--- src/rtl/game_pkg.sv ---
// ---------------------------------------------------------------------------
// game_pkg
// Shared game-wide constants and enumerations used by the enemy AI.
//   POS_WIDTH   : width of every on-screen x coordinate
//   ai_state_e  : enemy AI controller states
//   ai_action_e : action chosen by the enemy AI on a decision cycle
// The action names carry an A_ prefix so that A_DEFEND does not collide with
// the DEFEND state in the same package scope.
// ---------------------------------------------------------------------------
package game_pkg;

   localparam int POS_WIDTH = 10;

   typedef enum logic [2:0] {
      IDLE,
      WAIT,
      DECIDE,
      ACT,
      DEFEND
   } ai_state_e;

   typedef enum logic [2:0] {
      A_NONE,
      A_LEFT,
      A_RIGHT,
      A_JUMP,
      A_SQUAT,
      A_ATTACK,
      A_DEFEND
   } ai_action_e;

endpackage

--- src/rtl/ai_lfsr16.sv ---
// ---------------------------------------------------------------------------
// ai_lfsr16
// 16-bit Fibonacci LFSR, taps 16,14,13,11. It advances every clk and is
// returned to SEED only by reset. With a non-zero seed it never reaches 0.
// Ports:
//   clk   : system clock
//   rst_n : asynchronous, active-low reset (loads SEED)
//   q     : current 16-bit LFSR state
// ---------------------------------------------------------------------------
module ai_lfsr16 #(
   parameter logic [15:0] SEED = 16'hACE1
) (
   input  logic        clk,
   input  logic        rst_n,
   output logic [15:0] q
);

   logic feedback;

   // Tap positions 16,14,13,11 map to bits 15,13,12,10.
   assign feedback = q[15] ^ q[13] ^ q[12] ^ q[10];

   always_ff @(posedge clk or negedge rst_n) begin
      if (!rst_n) begin
         q <= SEED;
      end else begin
         q <= {q[14:0], feedback};
      end
   end

endmodule

--- src/rtl/enemy_ai.sv ---
// ---------------------------------------------------------------------------
// enemy_ai
// Autonomous controller standing in for a second human player. Once per
// frame tick it samples the player, enemy and bullet positions, picks an
// action and drives the six enemy action lines.
//
// Ports:
//   clk, rst_n        : clock, asynchronous active-low reset
//   i_enable          : high only while the game is in PLAY
//   i_tick            : one-clk frame strobe
//   i_player_x        : player x coordinate
//   i_enemy_x         : enemy x coordinate
//   i_bullet_x        : player bullet x coordinate
//   i_bullet_active   : player bullet alive
//   o_right, o_left, o_squat, o_defend : level outputs held for the action window
//   o_jump, o_attack  : single-clk pulses
//
// Build option:
//   ENEMY_AI_RANDOM_EN : when defined, an ai_lfsr16 gates the attack rule and
//                        picks a random filler action; when undefined the
//                        controller is fully deterministic (attack whenever the
//                        cooldown allows, otherwise stay idle).
// ---------------------------------------------------------------------------
module enemy_ai #(
   parameter int          POS_WIDTH       = game_pkg::POS_WIDTH,
   parameter int          DECIDE_TICKS    = 8,
   parameter int          DEFEND_TICKS    = 16,
   parameter int          ATTACK_CD_TICKS = 32,
   parameter int          NEAR_DIST       = 64,
   parameter int          THREAT_DIST     = 48,
   parameter logic [15:0] LFSR_SEED       = 16'hACE1
) (
   input  logic                 clk,
   input  logic                 rst_n,
   input  logic                 i_enable,
   input  logic                 i_tick,
   input  logic [POS_WIDTH-1:0] i_player_x,
   input  logic [POS_WIDTH-1:0] i_enemy_x,
   input  logic [POS_WIDTH-1:0] i_bullet_x,
   input  logic                 i_bullet_active,
   output logic                 o_right,
   output logic                 o_left,
   output logic                 o_jump,
   output logic                 o_squat,
   output logic                 o_attack,
   output logic                 o_defend
);

   import game_pkg::*;

   localparam int DW    = POS_WIDTH + 1;
   localparam int CNT_W = 16;

   localparam logic [DW-1:0]    THREAT_D = DW'(THREAT_DIST);
   localparam logic [DW-1:0]    NEAR_D   = DW'(NEAR_DIST);
   localparam logic [CNT_W-1:0] DEC_T    = CNT_W'(DECIDE_TICKS);
   localparam logic [CNT_W-1:0] DEF_T    = CNT_W'(DEFEND_TICKS);
   localparam logic [CNT_W-1:0] ATK_T    = CNT_W'(ATTACK_CD_TICKS);

   // Signed difference one bit wider than the coordinates, then magnitude.
   // No screen-edge wrap is applied.
   function automatic logic [DW-1:0] abs_diff(input logic [POS_WIDTH-1:0] a,
                                              input logic [POS_WIDTH-1:0] b);
      logic signed [DW-1:0] d;
      d = $signed({1'b0, a}) - $signed({1'b0, b});
      abs_diff = d[DW-1] ? $unsigned(-d) : $unsigned(d);
   endfunction

   function automatic logic [CNT_W-1:0] dec_sat(input logic [CNT_W-1:0] c);
      dec_sat = (c == '0) ? c : c - 1'b1;
   endfunction

   ai_state_e          state;
   ai_action_e         next_action;
   logic [CNT_W-1:0]   hold_cnt;
   logic [CNT_W-1:0]   def_cd;
   logic [CNT_W-1:0]   atk_cd;
   logic [DW-1:0]      bullet_dist;
   logic [DW-1:0]      player_dist;
   logic               threat;
   logic               far;
   logic               rand_attack;
   logic [2:0]         rand_sel;

`ifdef ENEMY_AI_RANDOM_EN
   logic [15:0] lfsr;
   logic        unused_lfsr;

   ai_lfsr16 #(
      .SEED (LFSR_SEED)
   ) u_lfsr (
      .clk   (clk),
      .rst_n (rst_n),
      .q     (lfsr)
   );

   assign unused_lfsr = ^lfsr[15:5];
   assign rand_attack = (lfsr[1:0] != 2'b00);
   assign rand_sel    = lfsr[4:2];
`else
   // Deterministic build: attack gated by cooldown only, filler is idle.
   assign rand_attack = 1'b1;
   assign rand_sel    = 3'd4;
`endif

   // Decision stage: evaluated combinationally, consumed only in DECIDE.
   assign bullet_dist = abs_diff(i_bullet_x, i_enemy_x);
   assign player_dist = abs_diff(i_player_x, i_enemy_x);
   assign threat      = i_bullet_active && (bullet_dist < THREAT_D);
   assign far         = (player_dist >= NEAR_D);

   always_comb begin
      next_action = A_NONE;
      if (threat) begin
         next_action = (def_cd == '0) ? A_DEFEND : A_JUMP;
      end else if (far) begin
         next_action = (i_player_x > i_enemy_x) ? A_RIGHT : A_LEFT;
      end else if ((atk_cd == '0) && rand_attack) begin
         next_action = A_ATTACK;
      end else begin
         case (rand_sel)
            3'd0:    next_action = A_JUMP;
            3'd1:    next_action = A_SQUAT;
            3'd2:    next_action = A_LEFT;
            3'd3:    next_action = A_RIGHT;
            default: next_action = A_NONE;
         endcase
      end
   end

   // Control stage: state, counters and registered action lines.
   always_ff @(posedge clk or negedge rst_n) begin
      if (!rst_n) begin
         state    <= IDLE;
         hold_cnt <= '0;
         def_cd   <= '0;
         atk_cd   <= '0;
         o_right  <= 1'b0;
         o_left   <= 1'b0;
         o_jump   <= 1'b0;
         o_squat  <= 1'b0;
         o_attack <= 1'b0;
         o_defend <= 1'b0;
      end else if (!i_enable) begin
         // Leaving PLAY aborts whatever is in progress, including DEFEND.
         state    <= IDLE;
         hold_cnt <= '0;
         def_cd   <= '0;
         atk_cd   <= '0;
         o_right  <= 1'b0;
         o_left   <= 1'b0;
         o_jump   <= 1'b0;
         o_squat  <= 1'b0;
         o_attack <= 1'b0;
         o_defend <= 1'b0;
      end else begin
         o_jump   <= 1'b0;
         o_attack <= 1'b0;

         // Cooldowns run on frame ticks; a reload below overrides this.
         if (i_tick && (state != IDLE)) begin
            def_cd <= dec_sat(def_cd);
            atk_cd <= dec_sat(atk_cd);
         end

         case (state)
            IDLE: begin
               state <= WAIT;
            end

            WAIT: begin
               if (i_tick) begin
                  state <= DECIDE;
               end
            end

            DECIDE: begin
               // A tick seen here is deliberately not applied to hold_cnt.
               state    <= ACT;
               hold_cnt <= DEC_T;
               case (next_action)
                  A_DEFEND: begin
                     state    <= DEFEND;
                     hold_cnt <= DEF_T;
                     o_defend <= 1'b1;
                  end
                  A_JUMP:   o_jump  <= 1'b1;
                  A_SQUAT:  o_squat <= 1'b1;
                  A_LEFT:   o_left  <= 1'b1;
                  A_RIGHT:  o_right <= 1'b1;
                  A_ATTACK: begin
                     o_attack <= 1'b1;
                     atk_cd   <= ATK_T;
                  end
                  default: ;
               endcase
            end

            ACT: begin
               if (i_tick) begin
                  if (hold_cnt <= 16'd1) begin
                     // The expiring tick is consumed here, not by WAIT.
                     hold_cnt <= '0;
                     state    <= WAIT;
                     o_right  <= 1'b0;
                     o_left   <= 1'b0;
                     o_squat  <= 1'b0;
                  end else begin
                     hold_cnt <= hold_cnt - 1'b1;
                  end
               end
            end

            DEFEND: begin
               if (i_tick) begin
                  if (hold_cnt <= 16'd1) begin
                     hold_cnt <= '0;
                     state    <= WAIT;
                     o_defend <= 1'b0;
                     // Blocks an immediate second DEFEND on the next threat.
                     def_cd   <= DEF_T;
                  end else begin
                     hold_cnt <= hold_cnt - 1'b1;
                  end
               end
            end

            default: state <= IDLE;
         endcase
      end
   end

endmodule

--- config.mk ---
export PLATFORM = sky130hd
export DESIGN_NAME = enemy_ai
export DESIGN_NICKNAME = d
export VERILOG_FILES = /design/src/rtl/game_pkg.sv /design/src/rtl/ai_lfsr16.sv /design/src/rtl/enemy_ai.sv
export SDC_FILE = /design/constraint.sdc
export NUM_CORES = 1
export LEC_CHECK = 0
export ABC_AREA = 1
export CORE_ASPECT_RATIO = 0.9
export CORE_UTILIZATION = 39
export DETAILED_ROUTE_END_ITERATION = 7
export PLACE_DENSITY = 0.61
export SETUP_SLACK_MARGIN = 0.2
export SYNTH_ARGS = -nofsm -noshare
export SYNTH_HDL_FRONTEND = slang
export SYNTH_SLANG_ARGS = --single-unit
--- constraint.sdc ---
create_clock -name clk -period 2.4 [get_ports clk]
set_input_delay 0.48 -clock clk [delete_from_list [all_inputs] [get_ports clk]]
set_output_delay 0.48 -clock clk [all_outputs]
set_load 0.005 [all_outputs]
==> implementation parameters <==
Parameter                              Value

Synth
  Number of enable flip-flop cells after synthesis    0
  Average cell area after synthesis    6.96 µm²
  Cell area after synthesis    4670 µm²
  Top_reg_cell synth    sky130_fd_sc_hd__dfrtp_1
  Library cells used by synthesis    45
  Flop and latch count out of synthesis    57
  Sequential cell area fraction in the yosys report    30.5%
  Share of flip-flops with an asynchronous set or reset after synthesis    100%
  Synth Net Count    733
  Synth warn    0
  Synth Instances    672

Drt
  Average wire per standard cell    12.5 µm
  Total detailed-routing wirelength    11.7 mm
  Remaining routing DRC violations    0
  Detail-routed via count per cell    4.88
  First-pass DRT Iterations    4
  First DRT Iteration DRCs    202
  Number of nets still failing antenna checks after routing    0
  Overall via count from detail_route    4558

Global route
  Total grt overflow    0
  Global-route wire length before repair    19.9 mm
  All-layer global routing usage    19.3%
  Maximum number of pins on one net before global-route repair    58
  Antenna violations before repair    0
  Number of global-route vias before repair    4560

Worst setup path
  Setup CP Type    input port to flop
  CP required    2610 ps
  Setup crit start kind    input port
  Maximum fanout count along the critical path    5
  CP arrival    2580 ps
  Critical Path End Type    flop

Cells and area
  Combined flip-flop and latch cell area    1430 µm²
  Layout cells sized above 1    32.9%
  Area Growth Syn to Fin    42.7%
  Post-route cell area    6670 µm²
  Layout filler cell count    1039
  Finished Core Util    57.7%
  Antenna cells    0
  Total area of multi-input combinational cells    3510 µm²
  Fin cells    934
  Final layout net count    834

Floorplanning
  Boundary pin count    41
  Total die area    12400 µm²
  Initial core utilization    40.4%
  Die Height    106 µm
  Core area    11600 µm²
  Row cnt    37
  Die outline width    117 µm

STA
  Rel. slew slack    51.9%
  Fin worst setup slack    34.6 ps
  Total negative setup slack    0 ps
  Unrepaired setup endpoints after global routing    yes
  Worst-margin pin slew    721 ps
  Post-Route Skew    7.13 ps
  Number of endpoints with negative hold slack in the final report    0
  Fmax    0.423 GHz
  Final Max Tran Viols    0
  Tcrit/Tclk final    98.6%
  Number of setup violations in the final report    0
  Post-route minimum period    2370 ps

Power
  Power per unit of standard cell area    956 nW/µm²
  LEAKAGE    3.28 nW
  Gate power share    55.1%
  Sequential cell fraction of total power    24.6%
  Power spent charging and discharging nets    2.88 mW
  Maximum ir drop on the vdd rail    0.502 mV
  Internal power consumption    3.50 mW
  Proportion of total power due to net switching    45.2%
  Clock group share of total power    20.3%

Clocking
  Clock tree from TritonCTS    built
  CTS root buf    sky130_fd_sc_hd__clkbuf_16
  Bufs on Longest Clock Path    2
  Clock sink count    57
  Clock latency reported for the late side of the worst-skew pair    320 ps
  CTS HTree Levels    3
  TritonCTS buffer count    9
  Clock slew at the register clock pins of the worst setup and hold paths    60 ps

Placed design
  Detailed placer's ending HPWL    8.46 mm
  I/O Buffers    40
  Routability Congestion    0.845
  Cell area after placement    5670 µm²
  Worst slack, placed    -725 ps
  Cell total after placement    910

Status
  Result of the run    complete, no violations

Min path
  Worst min-delay path class    input port to async pin

Flow run
  Max-cap violation count    0
final cells by class:
type	instances	area share, %
Clock buffer	10	3.58
Clock inverter	6	0.994
Inverter	102	6.23
Multi-Input combinational cell	509	52.7
Sequential cell	57	21.4
Tap cell	156	2.93
Timing Repair Buffer	94	12.2
layer usage:
metal,vias up,part of all wire [%],GRT usage (%)
li1,2357,-,-
met4,0,1.9,5.10
met1,2110,45,22.7
met3,17,3.3,3.46
met5,-,0,0
met2,74,50,35.9
kinds of logic after synthesis:
kind of cell	after synthesis	share of synthesized area, %
compound gates	68	9.02
flops	57	30.5
fa+ha+maj	26	7.28
buf+inv	106	8.81
xor+xnor	31	5.97
simple gates	384	38.4
per-stage QoR:
step	power, mW	hold slack (ps)
detailed placement	4.77	452
global placement	4.71	445
floorplan	3.96	184
CTS	6.29	325
finish	6.38	284
global route	6.99	366
cells in the mapped netlist, types with 5 or more instances:
cell / number / area (µm²)
sky130_fd_sc_hd__a211oi_1: 5 / 37.5
sky130_fd_sc_hd__a21oi_1: 26 / 130
sky130_fd_sc_hd__dfrtp_1: 57 / 1430
sky130_fd_sc_hd__ha_1: 24 / 300
sky130_fd_sc_hd__inv_1: 92 / 345
sky130_fd_sc_hd__inv_2: 9 / 33.8
sky130_fd_sc_hd__nand2_1: 157 / 589
sky130_fd_sc_hd__nand2_2: 15 / 93.8
sky130_fd_sc_hd__nand3_1: 52 / 260
sky130_fd_sc_hd__nand4_1: 12 / 75.1
sky130_fd_sc_hd__nor2_1: 91 / 342
sky130_fd_sc_hd__nor2_2: 13 / 81.3
sky130_fd_sc_hd__nor2_4: 6 / 67.6
sky130_fd_sc_hd__nor3_1: 14 / 70.1
sky130_fd_sc_hd__nor4_1: 6 / 37.5
sky130_fd_sc_hd__o21ai_0: 17 / 85.1
sky130_fd_sc_hd__o21ai_1: 6 / 30.0
sky130_fd_sc_hd__xnor2_1: 14 / 123
sky130_fd_sc_hd__xor2_1: 16 / 140
power groups by stage:
stage / clock, mW / sequential [mW] / combinational (mW)
2_1_floorplan: 0 / 1.52 / 2.44
3_3_place_gp: 0 / 1.57 / 3.14
3_5_place_dp: 0 / 1.58 / 3.19
4_1_cts: 1.32 / 1.57 / 3.39
5_1_grt: 1.37 / 1.62 / 4.01
6_report: 1.29 / 1.57 / 3.52
placed cells by master (no fill, tap or decap), drive strengths merged:
| cell | instances |
|---|---|
| o22ai | 3 |
| inv | 103 |
| fa | 2 |
| nand3 | 57 |
| and2 | 1 |
| buf | 58 |
| o2111ai | 1 |
| clkbuf | 11 |
| a211oi | 5 |
| nor3 | 17 |
| o21bai | 1 |
| ha | 24 |
| clkdlybuf4s50 | 14 |
| o21ai | 23 |
| nand3b | 4 |
| o2111a | 1 |
| nand4 | 13 |
| nand2 | 173 |
| or2 | 2 |
| nor4 | 7 |
| dlymetal6s2s | 8 |
| clkdlybuf4s15 | 2 |
| bufinv | 1 |
| dlygate4sd2 | 11 |
| a31oi | 2 |
| a21o | 1 |
| a21oi | 30 |
| clkinv | 1 |
| nor2 | 110 |
| clkinvlp | 3 |
| xor2 | 17 |
| xnor2 | 14 |
| a32oi | 1 |
| dfrtp | 57 |
worst max-delay path: stages:
cell                              delay, ps
sky130_fd_sc_hd__clkdlybuf4s50_1        450
sky130_fd_sc_hd__ha_4                   330
sky130_fd_sc_hd__nand3_4                 80
sky130_fd_sc_hd__nand3_4                130
sky130_fd_sc_hd__xor2_4                 200
sky130_fd_sc_hd__nor2_4                  70
sky130_fd_sc_hd__buf_4                  130
sky130_fd_sc_hd__nand4_1                 90
sky130_fd_sc_hd__nand3_2                110
sky130_fd_sc_hd__nor2_4                 160
sky130_fd_sc_hd__nand3_4                100
sky130_fd_sc_hd__nand2_2                 80
sky130_fd_sc_hd__o21ai_1                 60
sky130_fd_sc_hd__nand2_1                 60
sky130_fd_sc_hd__nand2_1                 50
timing repair:
action,in CTS,in global routing
hold buffers,0,0
endpoints found under the setup margin,13,25
gates resized for setup,122,67
pin swaps,84,53
setup buffers,6,2
flip-flops by register name, indices dropped and copies added, names as in the netlist:
| signal | flops |
|---|---|
| atk_cd | 16 |
| o_left | 1 |
| def_cd | 16 |
| o_defend | 1 |
| hold_cnt | 16 |
| o_jump | 1 |
| o_squat | 1 |
| state | 3 |
| o_attack | 1 |
| o_right | 1 |
path summary, 6_finish.rpt:
| check | startpoint | end | slack, ps | cells past startpoint |
|---|---|---|---|---|
| min | rst_n | atk_cd[10] | 280 | 2 |
| min reg2reg | atk_cd[13] | atk_cd[13] | 460 | 1 |
| max in group asynchronous | rst_n | def_cd[11] | 1620 | 2 |
| max reg2reg | hold_cnt[3] | o_left | 280 | 11 |
| max | i_bullet_x[3] | state[1] | 30 | 15 |
| min in group clk | atk_cd[13] | atk_cd[13] | 460 | 1 |
No activity file was read; power rests on OpenSTA's default activity.
